### src/rtl/rom_download_packer.sv
// rom_download_packer
//
// Packs the HPS ROM download byte stream (ioctl_*) into 32-bit little-endian
// words and writes them to SDRAM through a req/ack handshake. It throttles the
// HPS with ioctl_wait while a word is pending, and reports completion (done)
// and lost words (overrun) to the core.
//
// Ports:
//   clk, reset_n     system clock, synchronous active-low reset
//   ioctl_addr       byte address of the current download byte
//   ioctl_data       download byte
//   ioctl_wr         one-cycle byte strobe
//   ioctl_download   high for the duration of a download
//   ioctl_wait       registered; high while a word is pending in SDRAM
//   sdram_addr       word address = BASE_ADDR + ioctl_addr[MSB:2]
//   sdram_data       packed word, lane n = byte address n mod 4
//   sdram_we         mirrors sdram_req
//   sdram_req        write request, held until acknowledged
//   sdram_ack        one-cycle acknowledge from the controller
//   done             download finished and every word written
//   overrun          sticky; a pending word was overwritten before its ack
module rom_download_packer #(
    parameter int unsigned IOCTL_ADDR_WIDTH = 20,
    parameter int unsigned SDRAM_ADDR_WIDTH = 23,
    parameter int unsigned BASE_ADDR        = 0
) (
    input  logic                        clk,
    input  logic                        reset_n,
    input  logic [IOCTL_ADDR_WIDTH-1:0] ioctl_addr,
    input  logic [7:0]                  ioctl_data,
    input  logic                        ioctl_wr,
    input  logic                        ioctl_download,
    output logic                        ioctl_wait,
    output logic [SDRAM_ADDR_WIDTH-1:0] sdram_addr,
    output logic [31:0]                 sdram_data,
    output logic                        sdram_we,
    output logic                        sdram_req,
    input  logic                        sdram_ack,
    output logic                        done,
    output logic                        overrun
);

    localparam int unsigned WADDR_W = IOCTL_ADDR_WIDTH - 2;

    typedef enum logic {ST_IDLE, ST_REQ} state_e;

    state_e                      state_q, state_d;
    logic [31:0]                 acc_data_q, acc_data_d;
    logic [WADDR_W-1:0]          acc_addr_q, acc_addr_d;
    logic                        acc_v_q, acc_v_d;
    logic                        defer_q, defer_d;
    logic [31:0]                 pend_data_q, pend_data_d;
    logic [SDRAM_ADDR_WIDTH-1:0] pend_addr_q, pend_addr_d;
    logic                        pend_v_q, pend_v_d;
    logic                        wait_q, wait_d;
    logic                        dl_q, dl_d;
    logic                        active_q, active_d;
    logic                        done_q, done_d;
    logic                        overrun_q, overrun_d;

    logic [WADDR_W-1:0]          in_waddr;
    logic [1:0]                  in_lane;
    logic                        dl_rise, dl_fall, ack_eff, flush;
    logic [31:0]                 fl_data;
    logic [WADDR_W-1:0]          fl_addr;

    // Accumulator and flush selection.
    // Only one word can enter the pending register per cycle. When two flushes
    // would coincide (discontinuity followed by a lane-3 byte, or a download
    // end right after a discontinuity), the second one is deferred by a cycle
    // through defer_q rather than overwriting the first.
    always_comb begin
        in_waddr   = ioctl_addr[IOCTL_ADDR_WIDTH-1:2];
        in_lane    = ioctl_addr[1:0];
        dl_rise    = ioctl_download & ~dl_q;
        dl_fall    = ~ioctl_download & dl_q;
        ack_eff    = sdram_ack & (state_q == ST_REQ);

        acc_data_d = acc_data_q;
        acc_addr_d = acc_addr_q;
        acc_v_d    = acc_v_q;
        defer_d    = 1'b0;
        flush      = 1'b0;
        fl_data    = '0;
        fl_addr    = '0;

        // Deferred flush or address discontinuity: old word goes out first.
        if (defer_q || (ioctl_wr && acc_v_q && (in_waddr != acc_addr_q))) begin
            flush      = 1'b1;
            fl_data    = acc_data_q;
            fl_addr    = acc_addr_q;
            acc_data_d = '0;
            acc_v_d    = 1'b0;
        end

        if (ioctl_wr) begin
            acc_data_d[{in_lane, 3'b000} +: 8] = ioctl_data;
            acc_addr_d = in_waddr;
            acc_v_d    = 1'b1;
            if (in_lane == 2'd3) begin
                if (flush) begin
                    defer_d = 1'b1;
                end else begin
                    flush      = 1'b1;
                    fl_data    = acc_data_d;
                    fl_addr    = acc_addr_d;
                    acc_data_d = '0;
                    acc_v_d    = 1'b0;
                end
            end
        end

        // Download end pushes out whatever partial word remains.
        if (dl_fall && acc_v_d && !defer_d) begin
            if (flush) begin
                defer_d = 1'b1;
            end else begin
                flush      = 1'b1;
                fl_data    = acc_data_d;
                fl_addr    = acc_addr_d;
                acc_data_d = '0;
                acc_v_d    = 1'b0;
            end
        end
    end

    // Pending register and write FSM.
    always_comb begin
        state_d     = state_q;
        pend_data_d = pend_data_q;
        pend_addr_d = pend_addr_q;
        pend_v_d    = pend_v_q;
        overrun_d   = overrun_q & ~dl_rise;

        case (state_q)
            ST_IDLE: begin
                if (flush) state_d = ST_REQ;
            end
            ST_REQ: begin
                if (ack_eff && !flush) state_d = ST_IDLE;
            end
            default: state_d = ST_IDLE;
        endcase

        if (flush) begin
            pend_data_d = fl_data;
            pend_addr_d = SDRAM_ADDR_WIDTH'(BASE_ADDR) + SDRAM_ADDR_WIDTH'(fl_addr);
            pend_v_d    = 1'b1;
            // Overwriting an unacknowledged word loses it.
            if (pend_v_q && !ack_eff) overrun_d = 1'b1;
        end else if (ack_eff) begin
            pend_v_d = 1'b0;
        end

        wait_d = pend_v_d;
        dl_d   = ioctl_download;
    end

    // Completion tracking: active_q remembers that a download was started so
    // done only asserts after a real download, not straight out of reset.
    always_comb begin
        active_d = active_q;
        done_d   = done_q;
        if (dl_rise) begin
            done_d   = 1'b0;
            active_d = 1'b1;
        end else if (active_q && !ioctl_download && !acc_v_q && !defer_q && !pend_v_q) begin
            done_d   = 1'b1;
            active_d = 1'b0;
        end
    end

    always_ff @(posedge clk) begin
        if (!reset_n) begin
            state_q     <= ST_IDLE;
            acc_data_q  <= '0;
            acc_addr_q  <= '0;
            acc_v_q     <= 1'b0;
            defer_q     <= 1'b0;
            pend_data_q <= '0;
            pend_addr_q <= '0;
            pend_v_q    <= 1'b0;
            wait_q      <= 1'b0;
            dl_q        <= 1'b0;
            active_q    <= 1'b0;
            done_q      <= 1'b0;
            overrun_q   <= 1'b0;
        end else begin
            state_q     <= state_d;
            acc_data_q  <= acc_data_d;
            acc_addr_q  <= acc_addr_d;
            acc_v_q     <= acc_v_d;
            defer_q     <= defer_d;
            pend_data_q <= pend_data_d;
            pend_addr_q <= pend_addr_d;
            pend_v_q    <= pend_v_d;
            wait_q      <= wait_d;
            dl_q        <= dl_d;
            active_q    <= active_d;
            done_q      <= done_d;
            overrun_q   <= overrun_d;
        end
    end

    assign sdram_req  = (state_q == ST_REQ);
    assign sdram_we   = sdram_req;
    assign sdram_addr = pend_v_q ? pend_addr_q : '0;
    assign sdram_data = pend_v_q ? pend_data_q : '0;
    assign ioctl_wait = wait_q;
    assign done       = done_q;
    assign overrun    = overrun_q;

endmodule
### config.mk
export PLATFORM = sky130hd
export DESIGN_NAME = rom_download_packer
export DESIGN_NICKNAME = d
export VERILOG_FILES = /design/src/rtl/rom_download_packer.sv
export SDC_FILE = /design/constraint.sdc
export NUM_CORES = 1
export LEC_CHECK = 0
export CORE_ASPECT_RATIO = 1.25
export CORE_MARGIN = 5
export CORE_UTILIZATION = 50
export CTS_BUF_LIST = sky130_fd_sc_hd__clkbuf_4
export DETAILED_ROUTE_END_ITERATION = 10
export PLACE_DENSITY = 0.82
export SLEW_MARGIN = 25
export SYNTH_ARGS = -nofsm -noshare
export SYNTH_HDL_FRONTEND = slang
export SYNTH_SLANG_ARGS = --single-unit
### constraint.sdc
create_clock -name clk -period 4.3 [get_ports clk]
set_input_delay 0.86 -clock clk [delete_from_list [all_inputs] [get_ports clk]]
set_output_delay 0.86 -clock clk [all_outputs]
set_load 0.02 [all_outputs]
==> results of run 1 <==
## cells in the mapped netlist (all sizes together) (2+ instances only)
| master | instances |
|---|---|
| xnor2 | 18 |
| a211oi | 7 |
| a22oi | 21 |
| o21ai | 29 |
| a222oi | 21 |
| buf | 23 |
| a32oi | 2 |
| dfxtp | 108 |
| and2 | 57 |
| o211a | 2 |
| clkbuf | 23 |
| nand4 | 5 |
| nor2 | 72 |
| nand2 | 40 |
| nor4 | 3 |
| a221oi | 8 |
| nand2b | 5 |
| and3 | 3 |
| o22ai | 5 |
| a21boi | 2 |
| a32o | 12 |
| a21oi | 50 |
| ha | 5 |
| mux2i | 18 |
| nand3 | 14 |
| inv | 7 |
| a31oi | 3 |
| nor3 | 7 |
| nor2b | 13 |
## sequential cells by signal (all words and copies together), names as in the netlist
signal	count
acc_addr_q	18
acc_data_q	32
acc_v_q	1
active_q	1
defer_q	1
dl_q	1
done	1
ioctl_wait	1
overrun	1
pend_addr_q	18
pend_data_q	32
sdram_req	1
## metrics by stage
stage | util, % | setup WS, ns
after floorplan | - | 1.80
after global placement | 60.1 | 0.751
after detailed placement | 60.1 | 0.603
after CTS | 61.0 | 1.12
after global routing | 61.0 | 0.944
final | 61.0 | 1.10
## placed cells by master, fill, tap and decap left out, types with 4 or more instances in the layout
master / instances
sky130_fd_sc_hd__a211oi_1: 4
sky130_fd_sc_hd__a21oi_1: 50
sky130_fd_sc_hd__a221oi_1: 8
sky130_fd_sc_hd__a222oi_1: 21
sky130_fd_sc_hd__a22oi_1: 21
sky130_fd_sc_hd__a32o_1: 12
sky130_fd_sc_hd__and2_1: 57
sky130_fd_sc_hd__buf_4: 10
sky130_fd_sc_hd__clkbuf_4: 10
sky130_fd_sc_hd__clkdlybuf4s50_1: 87
sky130_fd_sc_hd__conb_1: 5
sky130_fd_sc_hd__dfxtp_1: 108
sky130_fd_sc_hd__ha_1: 5
sky130_fd_sc_hd__inv_1: 6
sky130_fd_sc_hd__mux2i_1: 18
sky130_fd_sc_hd__nand2_1: 40
sky130_fd_sc_hd__nand2b_1: 5
sky130_fd_sc_hd__nand3_1: 14
sky130_fd_sc_hd__nand4_1: 5
sky130_fd_sc_hd__nor2_1: 70
sky130_fd_sc_hd__nor2b_1: 13
sky130_fd_sc_hd__o21ai_0: 23
sky130_fd_sc_hd__o21ai_2: 4
sky130_fd_sc_hd__o22ai_1: 5
sky130_fd_sc_hd__xnor2_1: 18
## kinds of logic after synthesis
group / synth area share, %
and+or+nand+nor: 21.8
AOI/OAI and AO/OA: 23.5
DFF: 42.1
buffers and inverters: 4.78
xor gates and xnor gates: 3.07
muxes: 3.51
adders and majority gates: 1.22
other: 0.0730
## layer usage
layer / up-vias / global-route usage [%] / part of all wire, %
li1: 2251 / - / -
met1: 2254 / 27.0 / 41
met2: 221 / 36.2 / 49
met3: 28 / 4.51 / 7.7
met4: 0 / 8.93 / 2.4
met5: - / 0 / 0
## area by class of cell
cell class                      instances  area (um^2)
Clock inverter                          4         18.8
Timing Repair Buffer                   97          946
Clock buffer                           10         75.1
Multi-Input combinational cell        433         2740
Fill cell                             901         3920
Sequential cell                       108         2160
Inverter                                7         26.3
Tap cell                              129          161
## power breakdown
part           internal (mW)  switching (mW)  leakage, nW
clock                  0.115           0.310       0.0593
combinational          0.141           0.229         1.27
sequential              1.04          0.0258        0.880
## critical path, cell delays in order
cell	delay (ns)
sky130_fd_sc_hd__clkdlybuf4s50_1	0.54
sky130_fd_sc_hd__xnor2_1	0.15
sky130_fd_sc_hd__nand4_1	0.20
sky130_fd_sc_hd__nor3_4	0.47
sky130_fd_sc_hd__o211a_4	0.49
sky130_fd_sc_hd__nand2_1	0.41
sky130_fd_sc_hd__o21ai_0	0.36
sky130_fd_sc_hd__a211oi_2	0.05
## final timing paths
| kind | cells after the start | startpoint | to | slack, ns |
|---|---|---|---|---|
| worst min register to register | 2 | pend_data_q[25]$_SDFFE_PN0P_ | pend_data_q[25]$_SDFFE_PN0P_ | 0.46 |
| worst min-delay path | 2 | pend_data_q[25]$_SDFFE_PN0P_ | pend_data_q[25]$_SDFFE_PN0P_ | 0.46 |
| worst max-delay path | 8 | ioctl_addr[13] | pend_data_q[14]$_SDFFE_PN0P_ | 1.10 |
| worst max register to register | 7 | acc_addr_q[11]$_SDFF_PN0_ | pend_data_q[14]$_SDFFE_PN0P_ | 1.64 |
==> results.txt, run 1 <==
----------------------------------------------------
[Outcome]
  Run status ... finished clean

[Clock tree]
  Insertion delay to the later sink of the worst-skew pair ... about 0.47 ns
  Number of buffers inserted by hold repair at cts ... 0
  CTS tree ... built
  Root buffer cell ... sky130_fd_sc_hd__clkbuf_4
  Number of buffers added by the clock tree synthesis step ... 9
  Deepest level of the CTS H-tree ... 3
  Number of buffers on the longest clock path ... 2
  Count of cells resized by post-cts repair ... 0
  Count of clock tree sinks ... between 100 and 150
  Clock-pin slew of the registers on the worst-case setup and hold paths ... around 0.14 ns
  Number of post-CTS setup repair buffers ... 0

[Logic synthesis]
  Primary FF master, synth ... sky130_fd_sc_hd__dfxtp_1
  Average instance area after synthesis ... 8.70 um^2
  Proportion of synthesized chip area in sequential cells ... between 40% and 50%
  Area share of the leading cell type in the synthesized netlist ... between 40% and 50%
  Post-synthesis cell type with the largest combined area ... sky130_fd_sc_hd__dfxtp_1
  Top post-synthesis cells by area ... sky130_fd_sc_hd__dfxtp_1 (42%), sky130_fd_sc_hd__and2_1 (6.9%), sky130_fd_sc_hd__nor2_1 (5.1%)
  Count of flip-flops with a built-in enable after synthesis ... 0
  Register bit count reported by yosys ... 108
  Yosys warnings ... 0
  Count of mapped cells out of synthesis ... between 500 and 600
  Unique masters post-synth ... 48
  FFs w/ async S/R, synth ... 0%
  Summed instance area of the synthesized netlist ... 0.00513 mm^2

[Die]
  Site Rows ... 41
  Die X ... roughly 100 um
  Overall die area ... between 0.01 and 0.015 mm^2
  Initial core utilization ... between 50 and 60%
  Count of boundary I/O pins ... between 90 and 100
  Area of the placeable core ... between 0.01 and 0.015 mm^2
  Die Height ... around 120 um

[Timing]
  Highest attainable clock frequency ... approximately 310 MHz
  Unrepaired setup endpoints after global routing ... no
  Transition time at the pin with the least slew margin ... 0.839 ns
  Final Critical Period ... between 3 and 4 ns
  Fin Setup TNS ... 0 ns
  Worst-case headroom to the max-slew limit ... between 40 and 50%
  Number of slew-limit violations in the final report ... 0
  Share of the clock period used by the worst path after layout ... between 70% and 80%
  Total count of hold-check failures in the final report ... 0
  Hold slack ... between 0.4 and 0.5 ns
  Final setup fails ... 0
  Post-route clock skew ... 0.0127 ns

[Critical path]
  Setup CP Type ... primary input to register
  CP Launch Type ... primary input
  Kind of end point of the critical path ... register
  Largest fanout on the critical path ... 32
  Data required time at the worst endpoint ... about 4.7 ns
  Data arrival time of the critical path ... 3.54 ns

[Layout]
  Area growth syn-to-layout ... 19.4%
  Fin area ... slightly above 0.006 mm^2
  Number of nets in the layout ... between 600 and 700
  Non-filler instance count after layout ... 788
  Diode insertion count for antenna repair ... 0
  Ratio of cells with drive above 1 in the final layout ... between 6 and 7%

[Drt]
  Vias ... 4,754
  Detailed-route wire length ... 13.5 mm
  Detailed Route Iter0 Violations ... between 400 and 500
  Total DRC errors in the routed layout ... 0
  Count of nets left with antenna violations after detail routing ... 0
  Drt wl/cell ... between 15 and 20 um
  Vias per inst ... 6.03
  Number of detailed-routing iterations run before antenna repair ... 6

[Power]
  Maximum VDD drop ... between 150 and 200 uV
  Cell leakage power ... ~2.2 nW
  Total power ... 1.86 mW
  Pwr per Cell Area ... 304 mW/mm^2

[Global routing]
  Via count of the first global-routing pass ... between 4,000 and 5,000
  Number of antenna violations at the first check in global routing ... 0
  Maximum number of pins on one net before global-route repair ... 54
  Overall overflow remaining after global route ... 0
  Wire length of the first global-routing pass ... approximately 22 mm
  Global-route usage over all layers ... approximately 22%

[Min path]
  Hold Path Class ... register to register

[Placed design]
  Weighted congestion reported at the end of routability-driven placement ... approximately 0.87
  I/O Buffers ... 87
  Half-perimeter wire length after detailed placement ... between 9 and 10 mm
  Placed standard-cell area ... slightly above 0.006 mm^2
  Placed cell count ... between 700 and 800

[Run]
  Max-cap viol count ... 0

----------------------------------------------------
No activity file was read; power rests on OpenSTA's default activity.
==> run 2, diff against run 1 <==
clock period = 3.2 ns   (was 4.3 ns; I/O delays follow)
==> results.txt, run 2 (synthesis gave the netlist of run 1 again) <==
----------------------------------------------------
[Clock tree]
  Count of clock tree sinks ... 108 (unchanged)
  Deepest level of the CTS H-tree ... 3 (unchanged)
  Number of buffers on the longest clock path ... 2 (unchanged)
  Number of post-CTS setup repair buffers ... 0 (unchanged)
  Number of buffers added by the clock tree synthesis step ... 9 (unchanged)
  Insertion delay to the later sink of the worst-skew pair ... 0.46 ns (was 0.47 ns)
  Root buffer cell ... sky130_fd_sc_hd__clkbuf_4 (unchanged)
  Number of buffers inserted by hold repair at cts ... 0 (unchanged)
  Clock-pin slew of the registers on the worst-case setup and hold paths ... 0.16 ns (was 0.14 ns)
  Count of cells resized by post-cts repair ... 0 (unchanged)
  CTS tree ... built (unchanged)

[Drt]
  Detailed Route Iter0 Violations ... 431 (was 423)
  Vias per inst ... 6.01 (was 6.03)
  Number of detailed-routing iterations run before antenna repair ... 7 (was 6)
  Detailed-route wire length ... 14.0 mm (was 13.5 mm)
  Total DRC errors in the routed layout ... 0 (unchanged)
  Drt wl/cell ... 17.3 um (was 17.1 um)
  Vias ... 4,868 (was 4,754)
  Count of nets left with antenna violations after detail routing ... 0 (unchanged)

[Die]
  Count of boundary I/O pins ... 93 (unchanged)
  Area of the placeable core ... 0.0101 mm^2 (unchanged)
  Initial core utilization ... 51.1% (unchanged)
  Site Rows ... 41 (unchanged)
  Die Height ... 123 um (unchanged)
  Overall die area ... 0.0124 mm^2 (unchanged)
  Die X ... 101 um (unchanged)

[Global routing]
  Wire length of the first global-routing pass ... 22.3 mm (was 21.7 mm)
  GRT busiest layer ... met2 (unchanged)
  Maximum number of pins on one net before global-route repair ... 34 (was 54)
  Met3 Track Usage GR ... 4.18% (was 4.51%)
  Number of antenna violations at the first check in global routing ... 0 (unchanged)
  Overall overflow remaining after global route ... 0 (unchanged)
  Global Route met2 Usage ... 38.3% (was 36.2%)
  Via count of the first global-routing pass ... 4,674 (was 4,655)
  Global-route usage over all layers ... 22.2% (was 21.6%)
  Met1 track utilization from global routing ... 27.6% (was 27.0%)

[Critical path]
  Ordered list of cells on the worst path ... clkdlybuf4s50_1, xnor2_1, nand4_1, nor3_4, buf_4, o211ai_4, nor2_4, a222oi_1, a21oi_1 (was clkdlybuf4s50_1, xnor2_1, nand4_1, nor3_4, o211a_4, nand2_1, o21ai_0, a211oi_2)
  Delay of the slowest critical-path stage ... 0.52 ns (was 0.54 ns)
  Kind of end point of the critical path ... register (unchanged)
  Data required time at the worst endpoint ... 3.59 ns (was 4.65 ns)
  Largest fanout on the critical path ... 18 (was 32)
  CP Launch Type ... primary input (unchanged)
  Cell with the largest stage delay on the worst path ... sky130_fd_sc_hd__clkdlybuf4s50_1 (unchanged)
  Data arrival time of the critical path ... 2.97 ns (was 3.54 ns)
  Setup CP Type ... primary input to register (unchanged)

[Layout]
  Largest regs ... acc_data_q (32), pend_data_q (32) (unchanged)
  Ratio of cells with drive above 1 in the final layout ... 9.40% (was 6.22%)
  Most common cell after layout, fill and taps aside ... sky130_fd_sc_hd__dfxtp_1 (unchanged)
  Area growth syn-to-layout ... 23.2% (was 19.4%)
  Top library cells by usage in the layout, fill and taps aside ... sky130_fd_sc_hd__dfxtp_1 (108), sky130_fd_sc_hd__clkdlybuf4s50_1 (87), sky130_fd_sc_hd__nor2_1 (70), sky130_fd_sc_hd__and2_1 (57), sky130_fd_sc_hd__a21oi_1 (50) (unchanged)
  Number of nets in the layout ... 714 (was 694)
  Diode insertion count for antenna repair ... 0 (unchanged)

[Timing]
  Unrepaired setup endpoints after global routing ... no (unchanged)
  Number of slew-limit violations in the final report ... 0 (unchanged)
  Final setup fails ... 0 (unchanged)
  Final Critical Period ... 2.58 ns
  Post-route setup slack ... 0.623 ns (was 1.10 ns)
  Post-route clock skew ... 0.0218 ns (was 0.0127 ns)
  Total count of hold-check failures in the final report ... 0 (unchanged)
  Share of the clock period used by the worst path after layout ... about four fifths
  Transition time at the pin with the least slew margin ... 0.818 ns (was 0.839 ns)
  Worst-case headroom to the max-slew limit ... 45.5% (was 44.0%)
  Highest attainable clock frequency ... between 300 and 400 MHz
  Fin Setup TNS ... 0 ns (unchanged)

[Min path]
  Hold Path Class ... register to register (unchanged)

[Power]
  Maximum VDD drop ... 239 uV (was 174 uV)
  Cell leakage power ... 2.32 nW (was 2.21 nW)
  Total power ... 2.66 mW (was 1.86 mW)
  Pwr per Cell Area ... 420 mW/mm^2 (was 304 mW/mm^2)

[Placed design]
  Half-perimeter wire length after detailed placement ... 9.95 mm (was 9.29 mm)
  Weighted congestion reported at the end of routability-driven placement ... 0.951 (was 0.869)
  I/O Buffers ... 87 (unchanged)
  Dpl ws ... 0.128 ns (was 0.603 ns)

[Outcome]
  Run status ... finished clean (unchanged)

[Run]
  Max-cap viol count ... 0 (unchanged)

----------------------------------------------------
## run 2: cell count changes in the layout (fill, tap and decap cells not counted)
cell,delta
sky130_fd_sc_hd__clkinv_1,-1
sky130_fd_sc_hd__buf_4,+20
sky130_fd_sc_hd__inv_6,+2
sky130_fd_sc_hd__bufinv_16,+1
sky130_fd_sc_hd__clkinvlp_4,+2
sky130_fd_sc_hd__clkbuf_4,-1
sky130_fd_sc_hd__clkinv_2,-1
## run 2: layer usage
metal	share of wire [%]	vias up
li1	-	2282
met1	41	2339
met2	50	220
met3	6.7	27
met4	2.4	0
met5	0	-
## run 2: final cells by class
class / instances / area (um^2)
Fill cell: 870 / 3730
Multi-Input combinational cell: 433 / 2740
Sequential cell: 108 / 2160
Timing Repair Buffer: 117 / 1100
Tap cell: 129 / 161
Clock inverter: 7 / 72.6
Clock buffer: 9 / 67.6
Inverter: 7 / 26.3
## run 2: power by group
part	switching, mW	internal (mW)	leakage, nW	total [mW]
sequential	0.0365	1.40	0.880	1.44
clock	0.455	0.241	0.0727	0.696
combinational	0.313	0.206	1.37	0.519
total	0.805	1.85	2.32	2.66
## run 2: stage by stage
step | hold slack, ns | instances | instance area [um^2] | util (%)
global route | 0.480 | 810 | 6330 | 62.9
finish | 0.461 | 810 | 6330 | 62.9
global placement | 0.441 | 794 | 6190 | 61.5
detailed placement | 0.442 | 794 | 6190 | 61.5
CTS | 0.463 | 810 | 6330 | 62.9
floorplan | 0.427 | 594 | 5150 | -
## run 2: critical path: cells and delay by family
kind                      cells  cell delay [ns]
xor gates and xnor gates      1             0.14
and+or+nand+nor               3             0.90
buffers and inverters         2             0.73
AOI/OAI and AO/OA             3             0.55
## run 2: path summary, 6_finish.rpt
kind                                 from                            to  slack [ns]  cells after the start
min          pend_data_q[30]$_SDFFE_PN0P_  pend_data_q[30]$_SDFFE_PN0P_        0.46                      2
min reg2reg  pend_data_q[30]$_SDFFE_PN0P_  pend_data_q[30]$_SDFFE_PN0P_        0.46                      2
max reg2reg     acc_addr_q[11]$_SDFF_PN0_  pend_data_q[11]$_SDFFE_PN0P_        0.92                      8
max                        ioctl_addr[13]  pend_data_q[11]$_SDFFE_PN0P_        0.62                      9
==> run 3, diff against run 2 <==
CORE_UTILIZATION = 49   (was 50)
PLACE_DENSITY = 0.83   (was 0.82)
clock period = 2.2 ns   (was 3.2 ns; I/O delays follow)
==> results.txt, run 3 (synthesis gave the netlist of run 1 again) <==
----------------------------------------------------
[Outcome]
  Run status ... finished clean (unchanged)

[Min path]
  Instance count along the most critical hold path ... 4 (was 2)
  Hold Path Class ... primary input to register (was register to register)
  Critical hold path startpoint ... ioctl_addr[7] (was pend_data_q[30]$_SDFFE_PN0P_)
  WHS Endpoint ... acc_addr_q[5]$_SDFF_PN0_ (was pend_data_q[30]$_SDFFE_PN0P_)

[Layout]
  Number of filler cells placed in the layout ... 798 (was 870)
  Fin area ... 0.00705 mm^2 (was 0.00633 mm^2)
  Ratio of cells with drive above 1 in the final layout ... 21.4% (was 9.40%)
  Largest regs ... acc_data_q (32), pend_data_q (32) (unchanged)
  Most common cell after layout, fill and taps aside ... sky130_fd_sc_hd__dfxtp_1 (unchanged)
  Number of nets in the layout ... 782 (was 714)
  Top library cells by usage in the layout, fill and taps aside ... sky130_fd_sc_hd__dfxtp_1 (100), sky130_fd_sc_hd__buf_4 (85), sky130_fd_sc_hd__nor2_1 (67), sky130_fd_sc_hd__and2_1 (56), sky130_fd_sc_hd__dlygate4sd2_1 (56) (was sky130_fd_sc_hd__dfxtp_1 (108), sky130_fd_sc_hd__clkdlybuf4s50_1 (87), sky130_fd_sc_hd__nor2_1 (70), sky130_fd_sc_hd__and2_1 (57), sky130_fd_sc_hd__a21oi_1 (50))
  Non-filler instance count after layout ... 878 (was 810)
  Area growth syn-to-layout ... 37.3% (was 23.2%)

[Power]
  Fraction of power spent switching nets ... 30.0% (was 30.3%)
  Clock power frac ... 24.1% (was 26.2%)
  Total power ... 3.98 mW (was 2.66 mW)
  Internal Pwr Total ... 2.79 mW (was 1.85 mW)
  P_sw ... 1.19 mW (was 805 uW)
  Pwr per Cell Area ... 565 mW/mm^2 (was 420 mW/mm^2)
  Combinational power share ... 23.3% (was 19.5%)
  Cell leakage power ... 3.08 nW (was 2.32 nW)
  Sequential Power Share ... 52.7% (was 54.2%)
  Maximum VDD drop ... 389 uV (was 239 uV)

[Critical path]
  Kind of end point of the critical path ... register (unchanged)
  R2r endpoint ... pend_data_q[25]$_SDFFE_PN0P_ (was pend_data_q[11]$_SDFFE_PN0P_)
  Reg-to-reg critical path startpoint ... acc_addr_q[1]$_SDFF_PN0_ (was acc_addr_q[11]$_SDFF_PN0_)
  Worst reg2reg setup slack ... 0.05 ns (was 0.92 ns)
  CP Launch Type ... register (was primary input)
  Data required time at the worst endpoint ... 2.57 ns (was 3.59 ns)
  Setup CP Type ... register to register (was primary input to register)
  Data arrival time of the critical path ... 2.52 ns (was 2.97 ns)
  Largest fanout on the critical path ... 8 (was 18)
  Reg2reg path depth ... 8 (unchanged)

[Timing]
  Unrepaired setup endpoints after global routing ... yes (was no)
  Fin Setup TNS ... 0 ns (unchanged)
  Highest attainable clock frequency ... around 460 MHz
  Final Critical Period ... approximately 2.2 ns
  Number of slew-limit violations in the final report ... 0 (unchanged)
  Final setup fails ... 0 (unchanged)
  Total count of hold-check failures in the final report ... 0 (unchanged)
  Post-route clock skew ... 0.0190 ns (was 0.0218 ns)
  Post-route setup slack ... 0.0466 ns (was 0.623 ns)
  Share of the clock period used by the worst path after layout ... a little over nine tenths

[Die]
  Site Rows ... 41 (unchanged)
  Count of boundary I/O pins ... 93 (unchanged)
  Overall die area ... 0.0126 mm^2 (was 0.0124 mm^2)
  Die Height ... 124 um (was 123 um)
  Die X ... 102 um (was 101 um)
  Area of the placeable core ... 0.0102 mm^2 (was 0.0101 mm^2)
  Initial core utilization ... 50.6% (was 51.1%)

[Clock tree]
  Insertion delay to the later sink of the worst-skew pair ... 0.48 ns (was 0.46 ns)
  Deepest level of the CTS H-tree ... 3 (unchanged)
  Number of buffers on the longest clock path ... 2 (unchanged)
  Clock-pin slew of the registers on the worst-case setup and hold paths ... 0.16 ns (about the same)
  Number of buffers added by the clock tree synthesis step ... 9 (unchanged)
  Root buffer cell ... sky130_fd_sc_hd__clkbuf_4 (unchanged)
  Count of clock tree sinks ... 108 (unchanged)
  Number of buffers inserted by hold repair at cts ... 0 (unchanged)
  CTS tree ... built (unchanged)

[Drt]
  Count of nets left with antenna violations after detail routing ... 0 (unchanged)
  Detailed-route wire length ... 15.7 mm (was 14.0 mm)
  Drt wl/cell ... 17.9 um (was 17.3 um)
  Total DRC errors in the routed layout ... 0 (unchanged)
  Vias ... 5,218 (was 4,868)
  Vias per inst ... 5.94 (was 6.01)
  Number of detailed-routing iterations run before antenna repair ... 5 (was 7)
  Detailed Route Iter0 Violations ... 488 (was 431)

[Placed design]
  I/O Buffers ... 87 (unchanged)
  Weighted congestion reported at the end of routability-driven placement ... 0.947 (was 0.951)
  Dpl ws ... -0.580 ns (was 0.128 ns)
  Placed standard-cell area ... 0.00676 mm^2 (was 0.00619 mm^2)
  Placed cell count ... 857 (was 794)
  Half-perimeter wire length after detailed placement ... 11.0 mm (was 9.95 mm)

[Global routing]
  Overall overflow remaining after global route ... 0 (unchanged)
  Wire length of the first global-routing pass ... 24.8 mm (was 22.3 mm)
  Maximum number of pins on one net before global-route repair ... 31 (was 34)
  Global-route usage over all layers ... 23.9% (was 22.2%)
  Number of antenna violations at the first check in global routing ... 1 (was 0)
  Via count of the first global-routing pass ... 5,124 (was 4,674)

[Run]
  Max-cap viol count ... 0 (unchanged)

----------------------------------------------------
## run 3: cell types whose count changed in the layout (fill, tap and decap cells not counted), sizes merged, moves of 3 or more
cell / change
clkinv: +3
buf: +68
dlygate4sd2: +56
clkdlybuf4s50: -67
dlymetal6s2s: +11
## run 3: per-stage QoR
stage / hold WS (ns) / utilization, %
2_1_floorplan: 0.427 / -
3_3_place_gp: 0.437 / 66.6
3_5_place_dp: 0.450 / 66.6
4_1_cts: 0.412 / 67.3
5_1_grt: 0.393 / 69.4
6_report: 0.385 / 69.4
## run 3: worst max path at each step
stage,cells after the start,from,slack [ns],end
floorplan,8,ioctl_addr[0],0.12,pend_data_q[0]$_SDFFE_PN0P_
global placement,9,ioctl_addr[10],-0.51,pend_data_q[5]$_SDFFE_PN0P_
detailed placement,9,ioctl_addr[11],-0.58,pend_data_q[5]$_SDFFE_PN0P_
CTS,10,ioctl_addr[6],-0.02,pend_data_q[9]$_SDFFE_PN0P_
global route,9,acc_addr_q[1]$_SDFF_PN0_,-0.09,pend_data_q[0]$_SDFFE_PN0P_
finish,8,acc_addr_q[1]$_SDFF_PN0_,0.05,pend_data_q[25]$_SDFFE_PN0P_
## run 3: repair_timing
item | 4_1_cts | 5_1_grt
endpoints found under the setup margin | 72 | 45
gates resized for setup | 61 | 48
hold endpoints to repair | 0 | 0
setup buffers | 0 | 5
pin swaps | 5 | 16
## run 3: layout make-up
cell class,count,area [um^2],area share [%]
Tap cell,129,161,2.29
Sequential cell,108,2170,30.9
Timing Repair Buffer,185,1690,23.9
Clock inverter,6,56.3,0.799
Antenna cell,1,2.50,0.0355
Multi-Input combinational cell,433,2870,40.8
Clock buffer,9,67.6,0.959
Inverter,7,26.3,0.373
## run 3: critical path, stage by stage, from the launching register on
cell                       delay [ns]
sky130_fd_sc_hd__dfxtp_1         0.41
sky130_fd_sc_hd__xnor2_1         0.13
sky130_fd_sc_hd__nand4_1         0.27
sky130_fd_sc_hd__o21bai_2        0.28
sky130_fd_sc_hd__o211a_4         0.24
sky130_fd_sc_hd__buf_4           0.13
sky130_fd_sc_hd__nand2_1         0.21
sky130_fd_sc_hd__o22ai_1         0.27
sky130_fd_sc_hd__a21oi_1         0.10
## run 3: power groups by stage
stage | Sequential, mW | Clock, mW | Combinational [mW]
after floorplan | 2.13 | 0 | 0.474
after global placement | 2.13 | 0 | 0.861
after detailed placement | 2.13 | 0 | 0.885
after CTS | 2.09 | 0.963 | 0.875
after global routing | 2.11 | 1.04 | 0.994
final | 2.10 | 0.959 | 0.927
## run 3: layer usage
layer  up-vias  global-route usage (%)  wire (um)
li1       2421                       -          -
met1      2451                    28.7       5870
met2       289                    40.1       7970
met3        57                    3.64       1190
met4         0                    12.8        675
met5         -                       0          0
